File: src/rtl/dice_turn_controller.sv
// -----------------------------------------------------------------------------
// dice_turn_controller
//
// Turn-based dice race for 2..4 players. Consumes the colour detector's result
// interface, arms on a white background, accepts one dice colour per turn,
// maps the colour to a step count and animates the current player's token
// one square per STEP_CYCLES clocks. The background must return to white
// before the turn passes. The first token to reach the last square wins.
//
// Ports:
//   clk                 in   system clock
//   reset               in   asynchronous, active-high
//   start_btn           in   debounced level; rising edge starts/restarts game
//   stable_color        in   00=NONE 01=RED 10=GREEN 11=BLUE
//   result_ready        in   one-cycle pulse, stable_color valid
//   current_state_white in   level, white background present
//   cur_player          out  player whose turn it is
//   positions           out  packed lanes, lane i = player i (unused lanes 0)
//   last_roll           out  colour of the most recently accepted roll
//   moving              out  high while the token is being animated
//   turn_done           out  one-cycle pulse when the turn passes on
//   winner_valid        out  level, game over
//   winner_id           out  winning player, valid with winner_valid
//   fsm_state           out  debug state encoding
// -----------------------------------------------------------------------------
module dice_turn_controller #(
  parameter int          NUM_PLAYERS = 2,
  parameter int          BOARD_LEN   = 20,
  parameter int          POS_W       = 5,
  parameter logic [2:0]  STEPS_RED   = 3'd1,
  parameter logic [2:0]  STEPS_GREEN = 3'd2,
  parameter logic [2:0]  STEPS_BLUE  = 3'd3,
  parameter logic [24:0] STEP_CYCLES = 25'd12_500_000
) (
  input  logic               clk,
  input  logic               reset,
  input  logic               start_btn,
  input  logic [1:0]         stable_color,
  input  logic               result_ready,
  input  logic               current_state_white,
  output logic [1:0]         cur_player,
  output logic [4*POS_W-1:0] positions,
  output logic [1:0]         last_roll,
  output logic               moving,
  output logic               turn_done,
  output logic               winner_valid,
  output logic [1:0]         winner_id,
  output logic [2:0]         fsm_state
);

  localparam int TIMER_W = (STEP_CYCLES > 25'd1) ? $clog2(STEP_CYCLES) : 1;
  localparam logic [TIMER_W-1:0] TIMER_RELOAD = TIMER_W'(STEP_CYCLES - 25'd1);
  localparam logic [POS_W-1:0]   FINISH_POS   = POS_W'(BOARD_LEN - 1);
  localparam logic [1:0]         LAST_PLAYER  = 2'(NUM_PLAYERS - 1);

  typedef enum logic [2:0] {
    S_IDLE       = 3'd0,
    S_ARM        = 3'd1,
    S_WAIT_DICE  = 3'd2,
    S_MOVE       = 3'd3,
    S_WAIT_CLEAR = 3'd4,
    S_NEXT       = 3'd5,
    S_GAME_OVER  = 3'd6
  } state_t;

  // Registered state
  state_t                 r_state;
  logic                   r_start_q;
  logic [3:0][POS_W-1:0]  r_pos;
  logic [1:0]             r_cur_player;
  logic [1:0]             r_last_roll;
  logic [2:0]             r_steps;
  logic [TIMER_W-1:0]     r_timer;
  logic                   r_moving;
  logic                   r_turn_done;
  logic                   r_winner_valid;
  logic [1:0]             r_winner_id;

  // Next-state values
  state_t                 w_state_next;
  logic [3:0][POS_W-1:0]  w_pos_next;
  logic [1:0]             w_cur_player_next;
  logic [1:0]             w_last_roll_next;
  logic [2:0]             w_steps_next;
  logic [TIMER_W-1:0]     w_timer_next;
  logic                   w_turn_done_next;
  logic                   w_winner_valid_next;
  logic [1:0]             w_winner_id_next;

  logic                   w_start_edge;
  logic [2:0]             w_roll_steps;
  logic [POS_W-1:0]       w_pos_inc;

  assign w_start_edge = start_btn & ~r_start_q;
  assign w_pos_inc    = r_pos[r_cur_player] + POS_W'(1);

  always_comb begin
    // NOTE: every signal gets a default before the case so no path leaves it
    // unassigned; otherwise synthesis infers a latch.
    w_roll_steps = 3'd0;
    case (stable_color)
      2'b01:   w_roll_steps = STEPS_RED;
      2'b10:   w_roll_steps = STEPS_GREEN;
      2'b11:   w_roll_steps = STEPS_BLUE;
      default: w_roll_steps = 3'd0;
    endcase
  end

  always_comb begin
    w_state_next        = r_state;
    w_pos_next          = r_pos;
    w_cur_player_next   = r_cur_player;
    w_last_roll_next    = r_last_roll;
    w_steps_next        = r_steps;
    w_timer_next        = r_timer;
    w_turn_done_next    = 1'b0;
    w_winner_valid_next = r_winner_valid;
    w_winner_id_next    = r_winner_id;

    case (r_state)
      S_IDLE: begin
        if (w_start_edge) w_state_next = S_ARM;
      end

      // Dice results seen before the board is white are stale and dropped.
      S_ARM: begin
        if (current_state_white) w_state_next = S_WAIT_DICE;
      end

      S_WAIT_DICE: begin
        if (result_ready && (stable_color != 2'b00)) begin
          w_last_roll_next = stable_color;
          w_steps_next     = w_roll_steps;
          w_timer_next     = TIMER_RELOAD;
          w_state_next     = S_MOVE;
        end
      end

      // The timer is loaded with STEP_CYCLES-1 on entry, so the first square
      // is taken exactly STEP_CYCLES clocks after MOVE begins.
      S_MOVE: begin
        if (r_timer == '0) begin
          w_timer_next                 = TIMER_RELOAD;
          w_pos_next[r_cur_player]     = w_pos_inc;
          w_steps_next                 = r_steps - 3'd1;
          if (w_pos_inc == FINISH_POS) begin
            // Remaining steps are discarded; the token stops on the finish.
            w_state_next        = S_GAME_OVER;
            w_winner_valid_next = 1'b1;
            w_winner_id_next    = r_cur_player;
          end else if (r_steps == 3'd1) begin
            w_state_next = S_WAIT_CLEAR;
          end
        end else begin
          w_timer_next = r_timer - TIMER_W'(1);
        end
      end

      // The turn advances on entry to NEXT so cur_player and turn_done are
      // presented together during the NEXT cycle.
      S_WAIT_CLEAR: begin
        if (current_state_white) begin
          w_state_next      = S_NEXT;
          w_turn_done_next  = 1'b1;
          w_cur_player_next = (r_cur_player == LAST_PLAYER) ? 2'd0
                                                            : r_cur_player + 2'd1;
        end
      end

      S_NEXT: begin
        w_state_next = S_WAIT_DICE;
      end

      S_GAME_OVER: begin
        w_state_next = S_GAME_OVER;
      end

      default: begin
        w_state_next = S_IDLE;
      end
    endcase

    // Restart overrides whatever the state decode chose this cycle.
    if (w_start_edge && (r_state != S_IDLE)) begin
      w_state_next        = S_ARM;
      w_pos_next          = '0;
      w_cur_player_next   = 2'd0;
      w_last_roll_next    = 2'd0;
      w_steps_next        = 3'd0;
      w_timer_next        = '0;
      w_turn_done_next    = 1'b0;
      w_winner_valid_next = 1'b0;
      w_winner_id_next    = 2'd0;
    end
  end

  always_ff @(posedge clk or posedge reset) begin
    if (reset) begin
      r_state        <= S_IDLE;
      r_start_q      <= 1'b0;
      r_pos          <= '0;
      r_cur_player   <= 2'd0;
      r_last_roll    <= 2'd0;
      r_steps        <= 3'd0;
      r_timer        <= '0;
      r_moving       <= 1'b0;
      r_turn_done    <= 1'b0;
      r_winner_valid <= 1'b0;
      r_winner_id    <= 2'd0;
    end else begin
      // NOTE: non-blocking assignments so every register samples the values
      // of the previous cycle regardless of statement order.
      r_state        <= w_state_next;
      r_start_q      <= start_btn;
      r_pos          <= w_pos_next;
      r_cur_player   <= w_cur_player_next;
      r_last_roll    <= w_last_roll_next;
      r_steps        <= w_steps_next;
      r_timer        <= w_timer_next;
      r_moving       <= (w_state_next == S_MOVE);
      r_turn_done    <= w_turn_done_next;
      r_winner_valid <= w_winner_valid_next;
      r_winner_id    <= w_winner_id_next;
    end
  end

  assign cur_player   = r_cur_player;
  assign positions    = r_pos;
  assign last_roll    = r_last_roll;
  assign moving       = r_moving;
  assign turn_done    = r_turn_done;
  assign winner_valid = r_winner_valid;
  assign winner_id    = r_winner_id;
  assign fsm_state    = r_state;

endmodule

File: config.mk
export PLATFORM = sky130hd
export DESIGN_NAME = dice_turn_controller
export DESIGN_NICKNAME = d
export VERILOG_FILES = /design/src/rtl/dice_turn_controller.sv
export SDC_FILE = /design/constraint.sdc
export NUM_CORES = 1
export LEC_CHECK = 0
export CAP_MARGIN = 0
export CELL_PAD_IN_SITES_DETAIL_PLACEMENT = 1
export CELL_PAD_IN_SITES_GLOBAL_PLACEMENT = 2
export CORE_ASPECT_RATIO = 1.25
export CORE_UTILIZATION = 36
export DETAILED_ROUTE_END_ITERATION = 8
export PLACE_DENSITY = 0.79
export SYNTH_ARGS = -nofsm -noshare
export SYNTH_HDL_FRONTEND = slang
export SYNTH_SLANG_ARGS = --single-unit
File: constraint.sdc
create_clock -name clk -period 2.8 [get_ports clk]
set_clock_uncertainty 0.2 [all_clocks]
set_input_delay 0.56 -clock clk [delete_from_list [all_inputs] [get_ports clk]]
set_output_delay 0.56 -clock clk [all_outputs]
set_load 0.02 [all_outputs]
== After elaboration in Yosys (flattened, before gate mapping) ==
Index checks and enable logic that the tools add are counted.

* Reduce and logical (&&, ||, !) cells: 21
* Muxes and demuxes: 44
* Magnitude comparators: 2
* $add $sub $neg: 4
* Equality and inequality tests: 15
* Bitwise logic cells: 2

{| class="wikitable"
|+ Operator list
! kind !! number
|-
| $mux 24 || 3
|-
| $mux 20 || 3
|-
| $pmux 24 s2 || 1
|-
| $mux 3 || 11
|-
| $logic_not 24->1 || 1
|-
| $sub 24x1->24 const B || 1
|-
| $mux 2 || 11
|-
| $pmux 3 s7 || 1
|-
| $bwmux 20 || 1
|-
| $reduce_bool 2->1 || 8
|-
| $bmux 5 s2 || 1
|-
| $demux 5 s2 || 1
|-
| $mux 5 || 2
|-
| $eq 3x2->1 const B || 3
|-
| $eq 3x3->1 const B || 3
|-
| $reduce_and 2->1 || 4
|-
| $mux 1 || 7
|-
| $eq 3x1->1 const B || 2
|-
| $ne 3x3->1 const B || 2
|-
| $pmux 2 s3 || 1
|-
| $pmux 3 s2 || 1
|-
| $reduce_and 3->1 || 2
|-
| $reduce_bool 3->1 || 2
|-
| $add 5x1->5 const B || 1
|-
| other kinds (11) || 15
|}

* Word-level logic and storage cells: 102
* Input port bits: 7
* Output and inout port bits: 32
* Bits in registers: 60

== Depth between registers and ports, before layout ==
Gate-level depths: netlist (run 1).

* Depth in word-level cells: 9
* Mapped depth: 9
* Depth with buffers taken out: 8

== Least setup slack after synthesis (run 1) ==
Ideal clock, no wire load.

* Path kind: register to register
* From: reg r_cur_player[1], in the netlist cur_player[1]
* To: reg r_state[0], in the netlist fsm_state[0]
* Period minus slack after synthesis: 2.692 ns
* Arrival time: 2.356 ns
* Cell stages (with the launch flop): 9
* Library setup time: 0.136 ns
* Path slack: 0.108 ns
* Buffers on the path: 1
* Required time: 2.464 ns
* Cell sequence: dfrtp_1 -> buf_6 -> mux4_2 -> ha_1 -> nor4bb_1 -> a41oi_2 -> o2bb2ai_1 -> nor3b_1 -> o21ai_1

* Longest elaborated chain between the ends: 8

{| class="wikitable"
|+ Ends and longest elaborated chain
! element !! line !! text
|-
| from (decl) || 70 || <nowiki>logic [1:0] r_cur_player;</nowiki>
|-
| from (signal assigned) || 216 || <nowiki>r_cur_player <= w_cur_player_next;</nowiki>
|-
| $bmux 5 s2 || 95 || <nowiki>assign w_pos_inc = r_pos[r_cur_player] + POS_W'(1);</nowiki>
|-
| $mux 5 (implied by the code) || 95 ||
|-
| $add 5x1->5 || 95 ||
|-
| $eq 5x5->1 || 146 || <nowiki>if (w_pos_inc == FINISH_POS) begin</nowiki>
|-
| $mux 3 || 146 ||
|-
| $mux 3 || 142 || <nowiki>if (r_timer == '0) begin</nowiki>
|-
| $pmux 3 s7 || 120 || <nowiki>case (r_state)</nowiki>
|-
| $mux 3 || 184 || <nowiki>if (w_start_edge && (r_state != S_IDLE)) begin</nowiki>
|-
| via w_state_next[0] || 80 || <nowiki>state_t w_state_next;</nowiki>
|-
| to (signal assigned) || 213 || <nowiki>r_state <= w_state_next;</nowiki>
|-
| to (decl) || 67 || <nowiki>state_t r_state;</nowiki>
|}

The timed path passes the listed nets, and every way through them passes these cells. The select of a mux whose other input is x is not followed.
A chain may end at the register's enable or synchronous reset.

== Worst setup path after layout (run 1) ==
* From: reg r_timer[5]
* To: reg r_pos, in the netlist positions[4]

* Longest elaborated chain between the ends: 3

{| class="wikitable"
|+ Ends and longest elaborated chain
! element !! line !! text
|-
| from (decl) || 73 || <nowiki>logic [TIMER_W-1:0] r_timer;</nowiki>
|-
| from (signal assigned) || 219 || <nowiki>r_timer <= w_timer_next;</nowiki>
|-
| $logic_not 24->1 || 142 ||
|-
| $reduce_bool 2->1 (no source line) || - ||
|-
| $reduce_and 2->1 (no source line) || - ||
|-
| to (signal assigned) || 215 || <nowiki>r_pos <= w_pos_next;</nowiki>
|-
| to (decl) || 69 || <nowiki>logic [3:0][POS_W-1:0] r_pos;</nowiki>
|}

No other way between the ends.

==> flow_summary.yaml, run 1 <==
critical_path:
  crit_start: "r_timer[5]"
  crit_required_ps: 2800
  worstPathMaxFanout: 8
  r2r-end: "positions[4]"
  rr_worst_depth: 6
  r2r_slack_ps: 150
  cp_data_arrival_time_ps: 2650
  reg2reg_from: "r_timer[5]"
  cp-endpoint: "positions[4]"
  crit_path_end_kind: "flip-flop"
  start_kind: "flip-flop"
  path_class: "flip-flop to flip-flop"
clocking:
  worstSkewPairLatency_ps: 330
  htreeDepth: 3
  cts_tree: "yes"
  path_clk_slew_ps: 50
  cts_buffers: 9
  cts_hold_buf: 0
  cts.sinks: 60
  cts_max_path_buffers: 2
  clock-root-buffer: "clkbuf_16"
pwr:
  peakVddDrop_mv: 0.3470
  p_sw_mw: 1.370
  p_sw_frac: 0.3662
  p_int_mw: 2.371
  p_seq_frac: 0.337
  finalPower_mw: 3.741
  clkPwrFrac: 0.320
  share_comb_of_total_power: 0.343
  power_density_nw_per_um2: 854.3
  power_leakage_nw: 1.838
timing:
  rsz0062_at_grt: "false"
  setup_tns_ps: 0
  slew_viol_final: 0
  final_hold_viol_count: 0
  setup_viol: 0
  min_period_ps: 2647
  max_slew_margin: 0.5900
  fin_crit_sh: 0.9452
  max_freq_ghz: 0.3778
  tightestPinTransition_ps: 613.6
run:
  drv_cap: 0
logic_synthesis:
  synth_edf_count: 0
  async_reset_ff_frac: 1.000
  synth_flop_cell: "dfrtp_1"
  netlist_area_sq_um: 3362
  yosysSeqAreaShare: 0.4466
  syn-num-nets: 356
  synth_area_per_cell_sq_um: 9.802
  yosys_warnings: 0
  yosysUniqueCellTypes: 57
  synth_cells: 343
  ys_ff_latch: 60
status:
  status: "complete, no violations"
final_layout:
  n_antenna_cell: 0
  drive_gt1_frac: 0.1538
  seq_area_sq_um: 1501
  synthToLayoutAreaGrowth_pct: 30.26
  multiInputGateArea_sq_um: 1762
  nNetsFinal: 411
  nFillCells: 1036
global_routing:
  antenna_found_initial: 0
  grt_pass1_vias: 2914
  grt_usage: 0.2159
  grt_pass1_wl_microns: 15580
  overflow: 0
  grt_max_degree: 43
die:
  die_x_microns: 88.44
  start_util: 0.3684
  rows: 39
  die_h_microns: 110.0
  core_sq_um: 9125
  io_pins: 39
  die_area_sq_um: 9732
hold_path:
  hold_class: "flip-flop to flip-flop"
  hold_depth: 1
detailed_routing:
  ant_nets: 0
  wirelength_microns: 9630
  wl_per_cell_microns: 18.31
  vias_per_cell: 5.382
  drt_pass1_iterations: 4
  drc: 0
  drt_iter0_markers: 97
  dr_total_vias: 2831
place:
  gp_congestion: 0.7468
  dp_hpwl_microns: 6516
  io_buffers: 38
worst max-delay path, cell delays in order, from the launching register on:
cell and delay [ps]:
dfrtp_1 450, nor4_4 460, and4_1 550, nand3_4 180, nor3_4 380, mux2i_1 240, nor2_1 50
power groups by stage:
stage	logic, mW	clock network (mW)	registers, mW
after floorplan	0.806	0	1.26
after detailed placement	1.27	0	1.27
final	1.28	1.20	1.26
after global routing	1.43	1.26	1.29
after CTS	1.28	1.22	1.26
after global placement	1.24	0	1.26
repair_timing:
| item | in CTS | in global routing |
|---|---|---|
| buffers inserted | 0 | 1 |
| resized for setup | 0 | 4 |
| endpoints found under the setup margin | 0 | 17 |
| hold endpoints to repair | 0 | 0 |
per-layer routing:
metal  global-route usage  up-vias  part of all wire
met5                    0        -                 0
met4              0.07604        0             0.016
met3              0.04170        9             0.014
met2               0.3824       36              0.54
met1               0.2588     1449              0.43
li1                     -     1337                 -
through the flow:
stage	setup WS [ps]	utilization	hold slack, ps	instance area (sq um)	std cells
2_1_floorplan	108.3	-	260.4	3362	343
3_3_place_gp	151.2	0.4399	277.2	4014	509
3_5_place_dp	73.01	0.4399	283.3	4014	509
4_1_cts	71.12	0.4747	291.0	4332	525
5_1_grt	1.446	0.4799	316.6	4379	526
6_report	153.4	0.4799	292.0	4379	526
cell families (layout without fill, tap and decap cells):
kind of cell    after synthesis  in the layout  synth area share
simple gates                137            137            0.2207
compound gates               75             75            0.1504
flops                        60             60            0.4466
buf+inv                      29             89           0.03833
mux                          19             19           0.07518
xor+xnor                     17             17           0.04652
fa+ha+maj                     6              6           0.02233
cell usage in the layout, fill, tap and decap left out, drive strengths merged, types with 6 or more instances in the layout:
| cell type | synthesis | final |
|---|---|---|
| nand2 | 21 | 21 |
| a21oi | 24 | 24 |
| nand3 | 10 | 10 |
| nor3 | 12 | 12 |
| ha | 6 | 6 |
| clkbuf | 10 | 11 |
| xnor2 | 12 | 12 |
| dfrtp | 60 | 60 |
| inv | 13 | 13 |
| o21ai | 19 | 19 |
| nor2 | 58 | 58 |
| nor2b | 7 | 7 |
| a211oi | 8 | 8 |
| mux2i | 14 | 14 |
| buf | 6 | 22 |
| clkdlybuf4s50 | 0 | 38 |
| nor4 | 6 | 6 |
| a311oi | 10 | 10 |
synthesized netlist by cell type, drive strengths merged, types with 2 or more instances:
cell type / n / share of area
o21ai: 19 / 0.031
o21a: 2 / 0.0045
ha: 6 / 0.022
a21oi: 24 / 0.037
nand2b: 3 / 0.0056
a211oi: 8 / 0.021
nor3: 12 / 0.024
and3: 3 / 0.0056
xnor2: 12 / 0.033
a311oi: 10 / 0.026
dfrtp: 60 / 0.45
mux4: 5 / 0.033
nor2b: 7 / 0.013
xor2: 5 / 0.013
and2: 3 / 0.0056
nand2: 21 / 0.023
nand4: 2 / 0.0056
nor2: 58 / 0.065
nand4b: 2 / 0.0052
o31ai: 2 / 0.0045
mux2i: 14 / 0.042
buf: 6 / 0.013
nor3b: 3 / 0.010
clkbuf: 10 / 0.011
nand3: 10 / 0.020
nor4: 6 / 0.019
a31oi: 2 / 0.0037
inv: 13 / 0.015
cell type report:
cell class | instances | share of cell area
inverters | 13 | 0.01114
well taps | 123 | 0.03514
multi-input cells | 254 | 0.4023
repair buffers | 60 | 0.1360
clock buffers | 11 | 0.05543
clock inverters | 5 | 0.01714
flip-flops and latches | 60 | 0.3429
state kept, by name (all words and copies together), names as in the netlist:
signal        count
r_timer          24
cur_player        2
moving            1
winner_valid      1
fsm_state         3
positions        20
turn_done         1
r_steps           3
winner_id         2
r_start_q         1
last_roll         2
worst min path at each step:
stage	startpoint	endpoint	slack, ps
2_1_floorplan	r_timer[15]	r_timer[15]	260
3_3_place_gp	r_timer[12]	r_timer[12]	280
3_5_place_dp	r_timer[12]	r_timer[12]	280
4_1_cts	r_timer[12]	r_timer[12]	290
5_1_grt	r_timer[12]	r_timer[12]	320
6_report	r_timer[12]	r_timer[12]	290
No activity file was read; power rests on OpenSTA's default activity.
==> run 2, diff against run 1 <==
- SETUP_SLACK_MARGIN: default -> 0.3
==> flow_summary.yaml, run 2 (synthesis results as in run 1) <==
global_routing:
  overflow: 0
  antenna_found_initial: 0
  grt_pass1_wl_microns: 16190
  grt_max_degree: 43
  grt_usage: 0.2258
  grt_pass1_vias: 3112
detailed_routing:
  drt_pass1_iterations: 4
  vias_per_cell: 5.448
  drc: 0
  ant_nets: 0
  drt_iter0_markers: 135
  wirelength_microns: 10460
  wl_per_cell_microns: 19.12
  dr_total_vias: 2980
critical_path:
  rr_worst_depth: 7
  cpLargestDelayFamily: "simple AND/OR/NAND/NOR gates"
  crit_path_end_kind: "flip-flop"
  cp_slowest_cell: "mux4_2"
  crit_required_ps: 2850
  crit_chain: "mux4_2 -> ha_4 -> nor4bb_4 -> a41oi_2 -> nor3_4 -> nand3_1 -> o21ai_2"
  r2r-end: "winner_id[1]"
  path_buf_inv: 0
  path_class: "flip-flop to flip-flop"
  reg2reg_from: "cur_player[1]"
  start_kind: "flip-flop"
  r2r_slack_ps: 270
  cp_data_arrival_time_ps: 2590
  worstPathMaxFanout: 6
  critical-path-max-stage-delay_ps: 580
die:
  die_x_microns: 88.44
  io_pins: 39
  die_h_microns: 110.0
  die_area_sq_um: 9732
  core_sq_um: 9125
  start_util: 0.3684
  rows: 39
timing:
  tightestPinTransition_ps: 562.7
  setup_tns_ps: 0
  min_period_ps: 2532
  setup_viol: 0
  rsz0062_at_grt: "true"
  final_hold_viol_count: 0
  max_freq_ghz: 0.3949
  fin_crit_sh: 0.9043
  slew_viol_final: 0
  timing.final.ws_setup_ps: 268.0
  max_slew_margin: 0.6241
status:
  status: "complete, no violations"
final_layout:
  synthToLayoutAreaGrowth_pct: 37.44
  finalNonFillerCells: 547
  nNetsFinal: 432
  most-common-layout-cells: "59 x dfrtp_1, 56 x nor2_1, 38 x clkdlybuf4s50_1, 38 x buf_4, 23 x a21oi_1"
  final_common_cell: "dfrtp_1"
  n_antenna_cell: 0
  nFillCells: 1030
  top_register: "r_timer"
  largest_reg_flops: 24
  drive_gt1_frac: 0.2311
hold_path:
  worstHoldStart: "r_timer[15]"
  hold_path_end: "r_timer[15]"
  hold_class: "flip-flop to flip-flop"
  hold_depth: 1
pwr:
  finalPower_mw: 3.848
  power_density_nw_per_um2: 832.7
  power_leakage_nw: 1.965
  peakVddDrop_mv: 0.3780
clocking:
  worstSkewPairLatency_ps: 340
  cts_buffers: 9
  clock-root-buffer: "clkbuf_16"
  path_clk_slew_ps: 50
  cts_max_path_buffers: 2
  htreeDepth: 3
  cts_tree: "yes"
  cts.sinks: 60
place:
  dp_cells: 512
  place_ws_ps: 146.9
  io_buffers: 38
  gp_congestion: 0.7821
  dp_hpwl_microns: 6771
run:
  drv_cap: 0
==> run 2: metal layers <==
metal	wire, microns	track usage	vias up	part of all wire
met5	0	0	-	0
met4	231	0.07373	0	0.022
met3	232	0.04691	19	0.022
met2	5839	0.4258	46	0.56
met1	4155	0.2487	1529	0.40
li1	-	-	1386	-
==> run 2: through the flow <==
step / area, sq um / hold WS (ps) / util
after floorplan: 3388 / 260.4 / -
after global placement: 4038 / 280.6 / 0.4425
final: 4621 / 298.7 / 0.5064
after CTS: 4466 / 299.5 / 0.4894
after global routing: 4621 / 346.0 / 0.5064
after detailed placement: 4038 / 290.5 / 0.4425
==> run 2: how the worst max path moves through the flow <==
stage / startpoint / to / cells after the start
floorplan: cur_player[1] / moving / 8
global placement: r_timer[0] / r_steps[2] / 8
detailed placement: cur_player[1] / moving / 7
CTS: r_timer[4] / r_timer[15] / 6
global route: cur_player[1] / winner_valid / 8
finish: cur_player[1] / winner_id[1] / 7
==> run 2: what timing repair did <==
item,4_1_cts,5_1_grt
pin swaps,4,8
hold buffers,0,0
setup endpoints to repair,33,40
resized for setup,6,16
setup buffers,7,12
==> run 2: final cells by class <==
type                    count  area (sq um)  share of cell area
multi-input cells         254          1849              0.4002
flip-flops and latches     60          1503              0.3252
repair buffers             81         748.2              0.1619
clock buffers              11         242.7             0.05253
well taps                 123         153.9             0.03331
clock inverters             5         75.07             0.01625
inverters                  13         48.80             0.01056
==> run 2: where the power goes <==
part,total [mW],leakage [nW],internal (mW),switching (mW)
registers,1.27,0.788,1.05,0.214
clock network,1.20,0.159,0.798,0.401
logic,1.38,1.02,0.578,0.802
